## config.mk

```make
export PLATFORM = sky130hd
export DESIGN_NAME = alu_op_sequencer
export DESIGN_NICKNAME = d
export VERILOG_FILES = /design/src/rtl/alu_op_sequencer.sv
export SDC_FILE = /design/constraint.sdc
export NUM_CORES = 1
export LEC_CHECK = 0
export ABC_AREA = 0
export BUFFER_PORTS_ARGS = -buffer_cell sky130_fd_sc_hd__buf_2
export CAP_MARGIN = 20
export CORE_ASPECT_RATIO = 0.6
export CORE_MARGIN = 1
export CORE_UTILIZATION = 43
export CTS_CLUSTER_SIZE = 30
export DETAILED_ROUTE_END_ITERATION = 7
export MAX_ROUTING_LAYER = met4
export PLACE_DENSITY = 0.7
export SLEW_MARGIN = 40
export SYNTH_ARGS = -nofsm -noshare
export SYNTH_HDL_FRONTEND = slang
export SYNTH_SLANG_ARGS = --single-unit
```

## constraint.sdc

```tcl
create_clock -name clk -period 4.3 [get_ports clk]
set_input_delay 0.215 -clock clk [delete_from_list [all_inputs] [get_ports clk]]
set_output_delay 0.215 -clock clk [all_outputs]
set_load 0.1 [all_outputs]
```

## src/rtl/alu_op_sequencer.sv

```systemverilog
// Valid/ready front end for the shared 32-bit ALU: single-pass logic/arith ops
// plus a shift-add multiply that reuses the ALU adder once per iteration.
module alu_op_sequencer #(
   parameter bit MUL_EARLY_EXIT = 1'b1
) (
   input  logic        clk,
   input  logic        reset,
   input  logic        req_valid,
   output logic        req_ready,
   input  logic [2:0]  req_op,
   input  logic [31:0] req_a,
   input  logic [31:0] req_b,
   output logic        rsp_valid,
   input  logic        rsp_ready,
   output logic [31:0] rsp_result,
   output logic        rsp_zero,
   output logic        rsp_err,
   output logic        busy,
   output logic [31:0] alu_a,
   output logic [31:0] alu_b,
   output logic [2:0]  alu_f,
   input  logic [31:0] alu_y,
   input  logic        alu_zero
);

   typedef enum logic [1:0] {
      S_IDLE = 2'd0,
      S_EXEC = 2'd1,
      S_MUL  = 2'd2,
      S_RESP = 2'd3
   } state_t;

   state_t      state_q, state_d;
   logic [2:0]  op_q, op_d;
   logic [31:0] a_q, a_d;      // operand A; multiplicand during MUL
   logic [31:0] b_q, b_d;      // operand B; remaining multiplier during MUL
   logic [31:0] acc_q, acc_d;
   logic [5:0]  cnt_q, cnt_d;
   logic [31:0] result_q, result_d;
   logic        zero_q, zero_d;
   logic        err_q, err_d;
   logic        mul_done_s;

   function automatic logic [2:0] map_alu_f(input logic [2:0] op);
      logic [2:0] f;
      case (op)
         3'b000:  f = 3'b000;
         3'b001:  f = 3'b001;
         3'b010:  f = 3'b010;
         3'b011:  f = 3'b110;
         3'b100:  f = 3'b111;
         default: f = 3'b000;
      endcase
      return f;
   endfunction

   assign mul_done_s = (MUL_EARLY_EXIT && (b_q == 32'd0)) || (cnt_q == 6'd32);

   // Next-state, datapath update and ALU drive
   always_comb begin
      state_d  = state_q;
      op_d     = op_q;
      a_d      = a_q;
      b_d      = b_q;
      acc_d    = acc_q;
      cnt_d    = cnt_q;
      result_d = result_q;
      zero_d   = zero_q;
      err_d    = err_q;
      alu_a    = 32'd0;
      alu_b    = 32'd0;
      alu_f    = 3'b000;
      case (state_q)
         S_IDLE: begin
            if (req_valid) begin
               op_d  = req_op;
               a_d   = req_a;
               b_d   = req_b;
               acc_d = 32'd0;
               cnt_d = 6'd0;
               if (req_op[2:1] == 2'b11) begin
                  state_d  = S_RESP;
                  result_d = 32'd0;
                  zero_d   = 1'b1;
                  err_d    = 1'b1;
               end else if (req_op == 3'b101) begin
                  state_d = S_MUL;
               end else begin
                  state_d = S_EXEC;
               end
            end else begin
               state_d = S_IDLE;
            end
         end
         S_EXEC: begin
            alu_a    = a_q;
            alu_b    = b_q;
            alu_f    = map_alu_f(op_q);
            result_d = alu_y;
            zero_d   = alu_zero;
            err_d    = 1'b0;
            state_d  = S_RESP;
         end
         S_MUL: begin
            if (mul_done_s) begin
               result_d = acc_q;
               zero_d   = (acc_q == 32'd0);
               err_d    = 1'b0;
               state_d  = S_RESP;
            end else begin
               alu_a = acc_q;
               alu_b = a_q;
               alu_f = 3'b010;
               if (b_q[0]) begin
                  acc_d = alu_y;
               end else begin
                  acc_d = acc_q;
               end
               a_d   = {a_q[30:0], 1'b0};
               b_d   = {1'b0, b_q[31:1]};
               cnt_d = cnt_q + 6'd1;
            end
         end
         S_RESP: begin
            if (rsp_ready) begin
               state_d = S_IDLE;
            end else begin
               state_d = S_RESP;
            end
         end
         default: state_d = S_IDLE;
      endcase
   end

   // State and datapath registers
   always_ff @(posedge clk or posedge reset) begin
      if (reset) begin
         state_q  <= S_IDLE;
         op_q     <= 3'd0;
         a_q      <= 32'd0;
         b_q      <= 32'd0;
         acc_q    <= 32'd0;
         cnt_q    <= 6'd0;
         result_q <= 32'd0;
         zero_q   <= 1'b0;
         err_q    <= 1'b0;
      end else begin
         state_q  <= state_d;
         op_q     <= op_d;
         a_q      <= a_d;
         b_q      <= b_d;
         acc_q    <= acc_d;
         cnt_q    <= cnt_d;
         result_q <= result_d;
         zero_q   <= zero_d;
         err_q    <= err_d;
      end
   end

   assign req_ready  = (state_q == S_IDLE);
   assign busy       = (state_q != S_IDLE);
   assign rsp_valid  = (state_q == S_RESP);
   assign rsp_result = result_q;
   assign rsp_zero   = zero_q;
   assign rsp_err    = err_q;

endmodule

```

Word level (Yosys, flattened, before mapping)
Index checks and enable logic that the tools add are counted.
Cells by class
  reduce and logical (&&, ||, !) cells: 11
  $add $sub $neg: 1
  mux-type cells: 36
  equal/unequal tests: 15
Operators with widths (count)
  2-to-1 mux 32 bit: 12
  one-hot mux 32 bit (2 select lines): 5
  one-hot mux 32 bit (3 select lines): 1
  zero test 32 bit: 2
  2-to-1 mux 2 bit: 6
  2-to-1 mux 6 bit: 2
  one-hot mux 3 bit (4 select lines): 1
  one-hot mux 6 bit (2 select lines): 1
  != test 2 bit, second input constant: 4
  one-hot mux 2 bit (4 select lines): 1
  AND reduction 4 bit: 2
  adder 6 x 1 -> 6 bit, second input constant: 1
  == test 2 bit, second input constant: 3
  == test 3 x 2 -> 1 bit, second input constant: 2
  == test 3 bit, second input constant: 2
  == test 6 bit, second input constant: 1
  one-hot mux 1 bit (3 select lines): 2
  one-hot mux 3 bit (2 select lines): 1
  2-to-1 mux 1 bit: 4
  nonzero test 2 bit: 2
  == test 3 x 1 -> 1 bit, second input constant: 1
  AND reduction 3 bit: 1
  nonzero test 3 bit: 1
  == test 2 x 1 -> 1 bit, second input constant: 1
  other kinds (4): 4
Word-level totals
  output and inout bits: 104
  word-level logic and storage cells: 72
  register bits: 141

Logic depth before layout (Yosys ltp)
Gate-level depths: netlist of run 1.
  depth after elaboration: 5
  gate-level depth with buffers: 9
  gate-level depth less buffers: 7

Worst setup path before layout of run 1
Ideal clock, no wire load.
  path kind: register to output
  start point: register state_q[0]
  end point: output alu_f[0]
  arrival: 2915 ps
  stages on the path, launching flop included: 5
  buffers on the path: 0
  slack: 1170 ps
  data required time: 4085 ps
  cells stage by stage: dfrtp_1 -> inv_1 -> ha_1 -> nand2_1 -> nor3_1
Between the ends
  cells in the longest elaborated chain, start to end: 2
RTL lines
  start, declared: RTL line 33  | state_t state_q, state_d;
  start signal, assigned: RTL line 148  | state_q <= state_d;
  == test 2 bit / == test 2 x 1 -> 1 bit (equally long branches): RTL line 73  | case (state_q)
  one-hot mux 3 bit (2 select lines) (*): RTL line 73
  end, declared: RTL line 21  | output logic [2:0] alu_f,
Every way passes the cells marked *; elsewhere a longest branch is shown, timed or not.

Worst setup path after layout of run 1
  start point: register state_q[1]
  end point: output alu_b[19]
Between the ends
  cells in the longest elaborated chain, start to end: 2
RTL lines
  == test 2 bit / == test 2 x 1 -> 1 bit (equally long branches): RTL line 73
  one-hot mux 32 bit (2 select lines) (*): RTL line 73
  end, declared: RTL line 20  | output logic [31:0] alu_b,
Marks and branches as above.

==> flow_metrics.env, run 1 <==
export IMPL_numPortBuffers=207
export IMPL_grt_antenna_before_repair=0
export IMPL_synth_cells=591
export IMPL_ant_nets=0
export IMPL_slowest_stage="and2_4"
export IMPL_die_area_um2=18000
export IMPL_grt_max_degree=113
export IMPL_rows=37
export IMPL_crit_start="state_q[1]"
export IMPL_ios=208
export IMPL_worst_setup_path_end_kind="primary output"
export IMPL_dr_total_vias=5899
export IMPL_synth_fp_nets=701
export IMPL_r2r_slack_ns=1.34
export IMPL_routabilityCongestion=0.882
export IMPL_ys_seq_elements=141
export IMPL_yosysWarnings=0
export IMPL_drcViolationCount=0
export IMPL_r2r_cells=7
export IMPL_grt_pass1_wl_um=34400
export IMPL_synth_top_area_cell="dfrtp_1"
export IMPL_fp_coreArea_um2=17100
export IMPL_worstHoldPathType="input port to flop"
export IMPL_setup_viol=0
export IMPL_synthTopCellsByArea="dfrtp_1 (47%), mux2_2 (19%), a22o_1 (14%), mux2_4 (7.2%), nor4_1 (1.1%)"
export IMPL_hold_viol=0
export IMPL_cts_sinks=141
export IMPL_die_x_um=173
export IMPL_fin_crit_ns=3.44
export IMPL_critPathTopFamily="buffers and inverters"
export IMPL_max_clock_freq_mhz=291
export IMPL_place_ws_ns=1.31
export IMPL_yosysSeqAreaShare_pct=47.0
export IMPL_path_class="flop to primary output"
export IMPL_cts_tree="built"
export IMPL_critPathArrivalTime_ns=3.23
export IMPL_worst_slack_ns=0.859
export IMPL_overflow=0
export IMPL_wl_per_cell_um=21.2
export IMPL_clk_latency_ns=0.41
export IMPL_startpoint_type="flop"
export IMPL_finalMaxSlewViolations=0
export IMPL_initial_utilization_pct=43.8
export IMPL_drive_gt1_share_pct=52.9
export IMPL_finalCritPeriodShare_pct=80.0
export IMPL_max_slew_margin_pct=47.5
export IMPL_path_cells="inv_1, ha_1, and2_1, buf_4, and2_4, a22o_1, buf_2"
export IMPL_grt_setup_unrepaired="false"
export IMPL_slowest_delay_ns=0.70
export IMPL_htree_levels=4
export IMPL_fin_skew_ns=0.0142
export IMPL_die_y_um=104
export IMPL_worstPathMaxFanout=65
export IMPL_first_iter_violations=496
export IMPL_reg2reg_to="acc_q[9]"
export IMPL_hold_ws_ns=0.0193
export IMPL_synth_avg_cell_area_um2=12.7
export IMPL_cp_data_required_time_ns=4.09
export IMPL_viasPerCell=5.72
export IMPL_post_place_cells=997
export IMPL_synth_area_um2=7510
export IMPL_first_pass_iters=5
export IMPL_crit_cells=7
export IMPL_layout_common_cells="buf_2 (207), dfrtp_1 (141), mux2_2 (125)"
export IMPL_totalWireLength_um=21900
export IMPL_path_buf_inv=3
export IMPL_cts_buffers=17
export IMPL_fin_nets=893
export IMPL_fin_tns_setup_ns=0
export IMPL_cts_root_buf="clkbuf_16"
export IMPL_grt_pass1_vias=5731
export IMPL_cts_clk_slew_worst_paths_ns=0.06
export IMPL_cap_viol_max_count=0
export IMPL_status="completed"
export IMPL_async_reset_ff_share_pct=100
export IMPL_cts_resized=0
export IMPL_crit_end="alu_b[19]"
export IMPL_ctsLongestPathBuffers=2
export IMPL_synth_main_ff_cell="dfrtp_1"
export IMPL_synth_top_cell_area_share_pct=47.0
export IMPL_hpwl_um=15600
export IMPL_worstMarginPinSlew_ns=0.780
export IMPL_final_common_cell="buf_2"
export IMPL_synthToLayoutAreaGrowth_pct=24.7
export IMPL_synth_edf_count=0
export IMPL_r2r_start="state_q[0]"
export IMPL_grt_usage_pct=25.8
export IMPL_yosys_cell_types_count=39
export IMPL_fillers=1518
export IMPL_layout_cells_non_filler=1031
area by class of cell:
cell class	count	area (um^2)	area share, %
clock buffer	19	453	4.84
inverter	11	53.8	0.575
tap	234	293	3.13
multi-input combinational	394	3750	40.1
sequential	141	3530	37.7
clock inverter	13	130	1.39
timing repair buffer	218	1150	12.3
antenna	1	2.50	0.0267
synth_stat cells (2+ instances only):
| cell type | count |
|---|---|
| o21ai_0 | 14 |
| o21ai_2 | 2 |
| a22oi_1 | 5 |
| nor3_1 | 2 |
| nand2_1 | 19 |
| buf_6 | 5 |
| mux2_2 | 125 |
| nand4_1 | 3 |
| dfrtp_1 | 141 |
| nor4_1 | 13 |
| mux2_4 | 36 |
| a21oi_1 | 2 |
| inv_1 | 11 |
| nor2b_1 | 3 |
| nor2_1 | 8 |
| or4_1 | 3 |
| clkbuf_1 | 21 |
| o31ai_1 | 2 |
| a22o_1 | 124 |
| ha_1 | 6 |
| and2_1 | 3 |
| nand3_1 | 7 |
| mux2i_1 | 3 |
| buf_1 | 8 |
| buf_2 | 11 |
tightest hold or removal path, delay by kind of cell:
family                 cells  cell delay [ns]
AOI/OAI and AO/OA          1             0.06
buffers and inverters      1             0.08
and+or+nand+nor            1             0.03
through the flow:
step	util (%)	cell area, um^2
detailed placement	51.2	8760
floorplan	-	7510
global placement	50.8	8700
CTS	54.6	9360
global route	54.6	9360
finish	54.7	9360
layer usage:
metal	vias up	wire length [um]	GRT usage, %
met2	271	8470	31.7
met5	-	0	-
met1	2945	11500	41.1
met3	17	1750	7.02
met4	0	158	4.40
li1	2666	-	-
worst min path at each step:
stage | startpoint | to | slack [ns] | cells after the start
after floorplan | req_a[0] | a_q[0] | 0.33 | 2
after global placement | req_b[31] | b_q[31] | 0.43 | 3
after detailed placement | req_b[31] | b_q[31] | 0.43 | 3
after CTS | req_b[31] | b_q[31] | 0.004 | 3
after global routing | req_b[31] | b_q[31] | 0.02 | 3
final | req_b[31] | b_q[31] | 0.02 | 3
repair_timing:
item | 4_1_cts | 5_1_grt
hold buffers | 1 | 0
buffers inserted | 0 | 0
hold endpoints to repair | 3 | 0
cells by family (layout without fill, tap and decap cells):
kind of cell / Yosys count / after routing / synth area share, %
simple gates: 65 / 65 / 4.55
xor+xnor: 1 / 1 / 0.117
mux: 164 / 164 / 26.3
buf+inv: 56 / 261 / 3.48
other cells: 0 / 1 / 0
flops: 141 / 141 / 47.0
fa+ha+maj: 6 / 6 / 1.00
compound gates: 158 / 158 / 17.5
registers in the layout (all words and copies together) (netlist names):
name / flops
b_q: 32
cnt_q: 6
rsp_zero: 1
state_q: 2
op_q: 3
a_q: 32
rsp_result: 32
rsp_err: 1
acc_q: 32
Power of run 1 is left out: the tool's default activity adds up to more than one toggle a clock period on the data nets, which glitch-free logic cannot reach.
==> run 2: changes to the inputs <==
--- a/config.mk
+++ b/config.mk
@@ -5,7 +5,7 @@
 export SDC_FILE = /design/constraint.sdc
 export NUM_CORES = 1
 export LEC_CHECK = 0
-export ABC_AREA = 0
+export ABC_AREA = 1
 export BUFFER_PORTS_ARGS = -buffer_cell sky130_fd_sc_hd__buf_2
 export CAP_MARGIN = 20
 export CORE_ASPECT_RATIO = 0.6
@@ -14,7 +14,7 @@
 export CTS_CLUSTER_SIZE = 30
 export DETAILED_ROUTE_END_ITERATION = 7
 export MAX_ROUTING_LAYER = met4
-export PLACE_DENSITY = 0.7
+export PLACE_DENSITY = 0.67
 export SLEW_MARGIN = 40
 export SYNTH_ARGS = -nofsm -noshare
 export SYNTH_HDL_FRONTEND = slang
==> constraint.sdc (replaced) <==
create_clock -name clk -period 3.4 [get_ports clk]
set_input_delay 0.17 -clock clk [delete_from_list [all_inputs] [get_ports clk]]
set_output_delay 0.17 -clock clk [all_outputs]
set_load 0.1 [all_outputs]
==> flow_metrics.env, run 2 <==
export IMPL_synth_area_um2=7770
export IMPL_ctsHoldBuffers=5
export IMPL_synth_edf_count=0
export IMPL_cts_resized=0
export IMPL_synthTopCellsByArea="dfrtp_1 (45%), nand2_1 (19%), mux2i_1 (8.0%), o21ai_0 (5.2%), nand4_1 (3.4%)"
export IMPL_worst_setup_path_end_kind="primary output"
export IMPL_overflow=0
export IMPL_grt_antenna_before_repair=0
export IMPL_top_signal_layer_used="met4"
export IMPL_drive_gt1_share_pct=22.4
export IMPL_cts_tree="built"
export IMPL_htree_levels=4
export IMPL_route_layer_met1_wl_um=11600
export IMPL_dr_total_vias=7629
export IMPL_ctsLongestPathBuffers=2
export IMPL_synth_main_ff_cell="dfrtp_1"
export IMPL_cts_root_buf="clkbuf_16"
export IMPL_numPortBuffers=207
export IMPL_die_x_um=176
export IMPL_diodes=0
export IMPL_fin_skew_ns=0.0169
export IMPL_synth_top_cell_area_share_pct=45.4
export IMPL_hpwl_um=16900
export IMPL_yosysSeqAreaShare_pct=45.4
export IMPL_clk_latency_ns=0.42
export IMPL_synth_top_area_cell="dfrtp_1"
export IMPL_cp_data_required_time_ns=3.23
export IMPL_critPathArrivalTime_ns=2.98
export IMPL_yosys_cell_types_count=27
export IMPL_ios=208
export IMPL_hold_ws_ns=0.0308
export IMPL_wl_per_cell_um=17.1
export IMPL_fin_nets=1286
export IMPL_status="completed"
export IMPL_final_common_cell="nand2_1"
export IMPL_cts_clk_slew_worst_paths_ns=0.07
export IMPL_first_pass_iters=6
export IMPL_worstPathMaxFanout=42
export IMPL_worstHoldPathType="input port to flop"
export IMPL_fp_coreArea_um2=17400
export IMPL_layout_common_cells="nand2_1 (387), buf_2 (189), dfrtp_1 (141)"
export IMPL_worstMarginPinSlew_ns=0.821
export IMPL_synthToLayoutAreaGrowth_pct=27.3
export IMPL_r2r_slack_ns=0.58
export IMPL_grt_usage_pct=27.4
export IMPL_hold_viol=0
export IMPL_grt_setup_unrepaired="false"
export IMPL_setup_viol=0
export IMPL_routabilityCongestion=0.946
export IMPL_yosysWarnings=0
export IMPL_post_cts_buffers=0
export IMPL_finalCritPeriodShare_pct=92.6
export IMPL_max_clock_freq_mhz=318
export IMPL_async_reset_ff_share_pct=100
export IMPL_first_iter_violations=746
export IMPL_drcViolationCount=0
export IMPL_ys_seq_elements=141
export IMPL_die_y_um=106
export IMPL_cts_buffers=17
export IMPL_finalMaxSlewViolations=0
export IMPL_grt_pass1_vias=7009
export IMPL_wl_met3_um=1790
export IMPL_initial_utilization_pct=44.7
export IMPL_rows=37
export IMPL_synth_most_common_cell="nand2_1"
export IMPL_viasPerCell=5.36
export IMPL_synth_fp_nets=1109
export IMPL_grt_pass1_wl_um=38400
export IMPL_synth_cells=999
export IMPL_path_class="flop to primary output"
export IMPL_fin_crit_ns=3.15
export IMPL_route_met2_wl_um=10700
export IMPL_totalWireLength_um=24400
export IMPL_die_area_um2=18600
export IMPL_ant_nets=0
export IMPL_cts_sinks=141
export IMPL_max_slew_margin_pct=45.3
export IMPL_synth_avg_cell_area_um2=7.78
export IMPL_synthTopCellsByCount="nand2_1 (387), dfrtp_1 (141), o21ai_0 (81), mux2i_1 (62), inv_1 (57)"
export IMPL_grt_max_degree=118
export IMPL_cap_viol_max_count=0
export IMPL_startpoint_type="flop"
export IMPL_fillers=1649
[run 2: changes by cell type after synthesis, sizes merged, moves of 39 or more]
| cell | delta |
|---|---|
| a22o | -124 |
| inv | +49 |
| mux2 | -161 |
| mux2i | +59 |
| nand2 | +371 |
| nand4 | +39 |
| o21ai | +107 |
[run 2: layout make-up]
| cell class | count | area [um^2] | share of cell area, % |
|---|---|---|---|
| flip-flops and latches | 141 | 3530 | 35.7 |
| repair buffers | 225 | 1490 | 15.1 |
| multi-input cells | 731 | 3720 | 37.6 |
| inverters | 60 | 230 | 2.33 |
| clock buffers | 20 | 447 | 4.51 |
| well taps | 234 | 293 | 2.96 |
| clock inverters | 12 | 184 | 1.86 |
[run 2: cell families after synthesis]
group	share of synthesized area (%)
AO/OA/AOI/OAI	12.7
XOR/XNOR	0.113
adder cells (fa/ha/maj)	0.966
buffers and inverters	7.07
flip-flops	45.4
multiplexers	7.98
AND/OR/NAND/NOR	25.8
[run 2: worst paths after layout]
kind	from	end	cells after the start
min in group asynchronous	reset	b_q[3]	3
worst max register to register	state_q[0]	acc_q[28]	8
max in group asynchronous	reset	cnt_q[1]	4
worst min register to register	rsp_result[18]	rsp_result[18]	2
worst min-delay path	req_b[16]	b_q[16]	3
worst max-delay path	state_q[1]	alu_a[6]	7
[run 2: per-layer routing]
metal | up-vias | global-route usage (%)
met5 | - | -
met4 | 0 | 5.96
met3 | 27 | 4.36
met2 | 343 | 39.7
met1 | 3614 | 40.1
li1 | 3645 | -
[run 2: worst max-delay path, cell delays in order (launching register included)]
cell     delay, ns
dfrtp_1       0.42
inv_1         0.11
ha_1          0.34
nand2_1       0.36
inv_2         0.70
nand2_1       0.14
o21ai_1       0.27
buf_12        0.21
[run 2: per-stage QoR]
stage	area, um^2	setup TNS (ns)	setup WS [ns]	std cells	util (%)
6_report	9890	0	0.252	1423	56.8
5_1_grt	9890	0	0.00960	1423	56.8
4_1_cts	9890	0	0.264	1423	56.8
3_5_place_dp	9210	0	0.638	1386	52.9
3_3_place_gp	9210	0	0.720	1386	52.9
2_1_floorplan	7780	-2.72	-0.251	999	-
Power of run 2 is left out for the same reason.
==> run 3: changes to the inputs <==
--- a/config.mk
+++ b/config.mk
@@ -8,7 +8,6 @@
 export ABC_AREA = 1
 export BUFFER_PORTS_ARGS = -buffer_cell sky130_fd_sc_hd__buf_2
 export CAP_MARGIN = 20
-export CORE_ASPECT_RATIO = 0.6
 export CORE_MARGIN = 1
 export CORE_UTILIZATION = 43
 export CTS_CLUSTER_SIZE = 30
==> flow_metrics.env, run 3 (synthesis results as in run 2) <==
export IMPL_ctsLongestPathBuffers=2
export IMPL_worstHoldPathType="input port to flop"
export IMPL_wl_per_cell_um=16.6
export IMPL_die_x_um=136
export IMPL_hold_viol=0
export IMPL_cts_buffers=17
export IMPL_cts_clk_slew_worst_paths_ns=0.06
export IMPL_grt_pass1_vias=6883
export IMPL_worstMarginPinSlew_ns=0.763
export IMPL_drive_gt1_share_pct=22.6
export IMPL_die_area_um2=18600
export IMPL_finalMaxSlewViolations=0
export IMPL_grt_pass1_wl_um=36500
export IMPL_critPathArrivalTime_ns=2.83
export IMPL_status="completed"
export IMPL_cts_root_buf="clkbuf_16"
export IMPL_worstPathMaxFanout=43
export IMPL_fp_coreArea_um2=17500
export IMPL_cts_resized=0
export IMPL_totalWireLength_um=23500
export IMPL_grt_antenna_before_repair=0
export IMPL_max_slew_margin_pct=49.1
export IMPL_drcViolationCount=0
export IMPL_dr_total_vias=7456
export IMPL_slowest_delay_ns=0.57
export IMPL_first_iter_violations=567
export IMPL_hold_ws_ns=0.0285
export IMPL_grt_setup_unrepaired="false"
export IMPL_finalCritPeriodShare_pct=88.3
export IMPL_initial_utilization_pct=44.5
export IMPL_path_cells="inv_1, ha_4, nand2_1, buf_4, inv_2, nand2_1, o21ai_1, buf_12"
export IMPL_ios=208
export IMPL_cap_viol_max_count=0
export IMPL_fin_skew_ns=0.00741
export IMPL_die_y_um=136
export IMPL_slowest_stage="inv_2"
export IMPL_worst_setup_path_end_kind="primary output"
export IMPL_first_pass_iters=5
export IMPL_fin_crit_ns=3.00
export IMPL_cpMostUsedCell="nand2_1"
export IMPL_ant_nets=0
export IMPL_grt_usage_pct=26.7
export IMPL_fin_nets=1290
export IMPL_final_common_cell="nand2_1"
export IMPL_hpwl_um=16600
export IMPL_viasPerCell=5.26
export IMPL_clk_latency_ns=0.42
export IMPL_numPortBuffers=207
export IMPL_overflow=0
export IMPL_max_clock_freq_mhz=333
export IMPL_htree_levels=4
export IMPL_rows=48
export IMPL_cp_data_required_time_ns=3.23
export IMPL_path_class="flop to primary output"
export IMPL_diodes=0
export IMPL_cts_sinks=141
export IMPL_layout_common_cells="nand2_1 (387), buf_2 (189), dfrtp_1 (141)"
export IMPL_setup_viol=0
export IMPL_synthToLayoutAreaGrowth_pct=27.2
export IMPL_routabilityCongestion=0.882
export IMPL_grt_max_degree=111
export IMPL_startpoint_type="flop"
export IMPL_cts_tree="built"
run 3: cell count changes in the layout (fill, tap and decap cells not counted):
| cell | change |
|---|---|
| clkbuf_8 | +2 |
| inv_6 | -3 |
| clkinv_2 | -1 |
| bufinv_16 | -1 |
| clkbuf_1 | +1 |
| buf_4 | +4 |
| nand2_2 | +1 |
| dlygate4sd3_1 | -1 |
| buf_6 | +1 |
| inv_2 | +1 |
| nand2_4 | -1 |
| clkinvlp_4 | +1 |
run 3: stage by stage:
stage	utilization [%]	TNS [ns]	instance area, um^2	setup WS, ns	instances
floorplan	-	-2.72	7780	-0.251	999
detailed placement	52.8	0	9240	0.848	1382
global placement	52.8	0	9230	0.898	1382
CTS	56.6	0	9890	0.381	1418
finish	56.6	0	9890	0.398	1418
global route	56.6	0	9890	0.247	1418
run 3: area by class of cell:
class / instances / area (um^2)
Clock buffer: 23 / 478
Clock inverter: 9 / 135
Fill cell: 1658 / 7590
Inverter: 60 / 229
Multi-Input combinational cell: 731 / 3710
Sequential cell: 141 / 3530
Tap cell: 225 / 282
Timing Repair Buffer: 229 / 1520
run 3: critical path: cells and delay by family (launching register included):
kind	cells	cell delay (ns)
adder cells (fa/ha/maj)	1	0.31
flip-flops	1	0.40
AO/OA/AOI/OAI	1	0.30
buffers and inverters	4	1.13
AND/OR/NAND/NOR	2	0.24
run 3: per-layer routing:
layer | up-vias | part of all wire [%] | GRT usage [%]
li1 | 3654 | - | -
met4 | 0 | 2.2 | 9.38
met5 | - | 0 | -
met1 | 3516 | 46 | 35.9
met3 | 35 | 5.3 | 4.06
met2 | 251 | 47 | 40.8
run 3: what timing repair did:
item | 4_1_cts | 5_1_grt
setup endpoints to repair | 0 | 0
setup buffers | 0 | 0
hold buffers | 4 | 0
hold endpoints to repair | 34 | 0
run 3: path summary, 6_finish.rpt:
kind                                startpoint              to  slack [ns]  depth (start not counted)
worst max register to register      state_q[0]       acc_q[20]        0.83                          7
min in group asynchronous                reset  rsp_result[20]        0.41                          3
worst min-delay path                  req_a[0]          a_q[0]        0.03                          3
max in group asynchronous                reset          b_q[8]        1.94                          4
worst max-delay path                state_q[0]        alu_a[8]        0.40                          8
worst min register to register  rsp_result[18]  rsp_result[18]        0.48                          2
Power of run 3 is left out for the same reason.
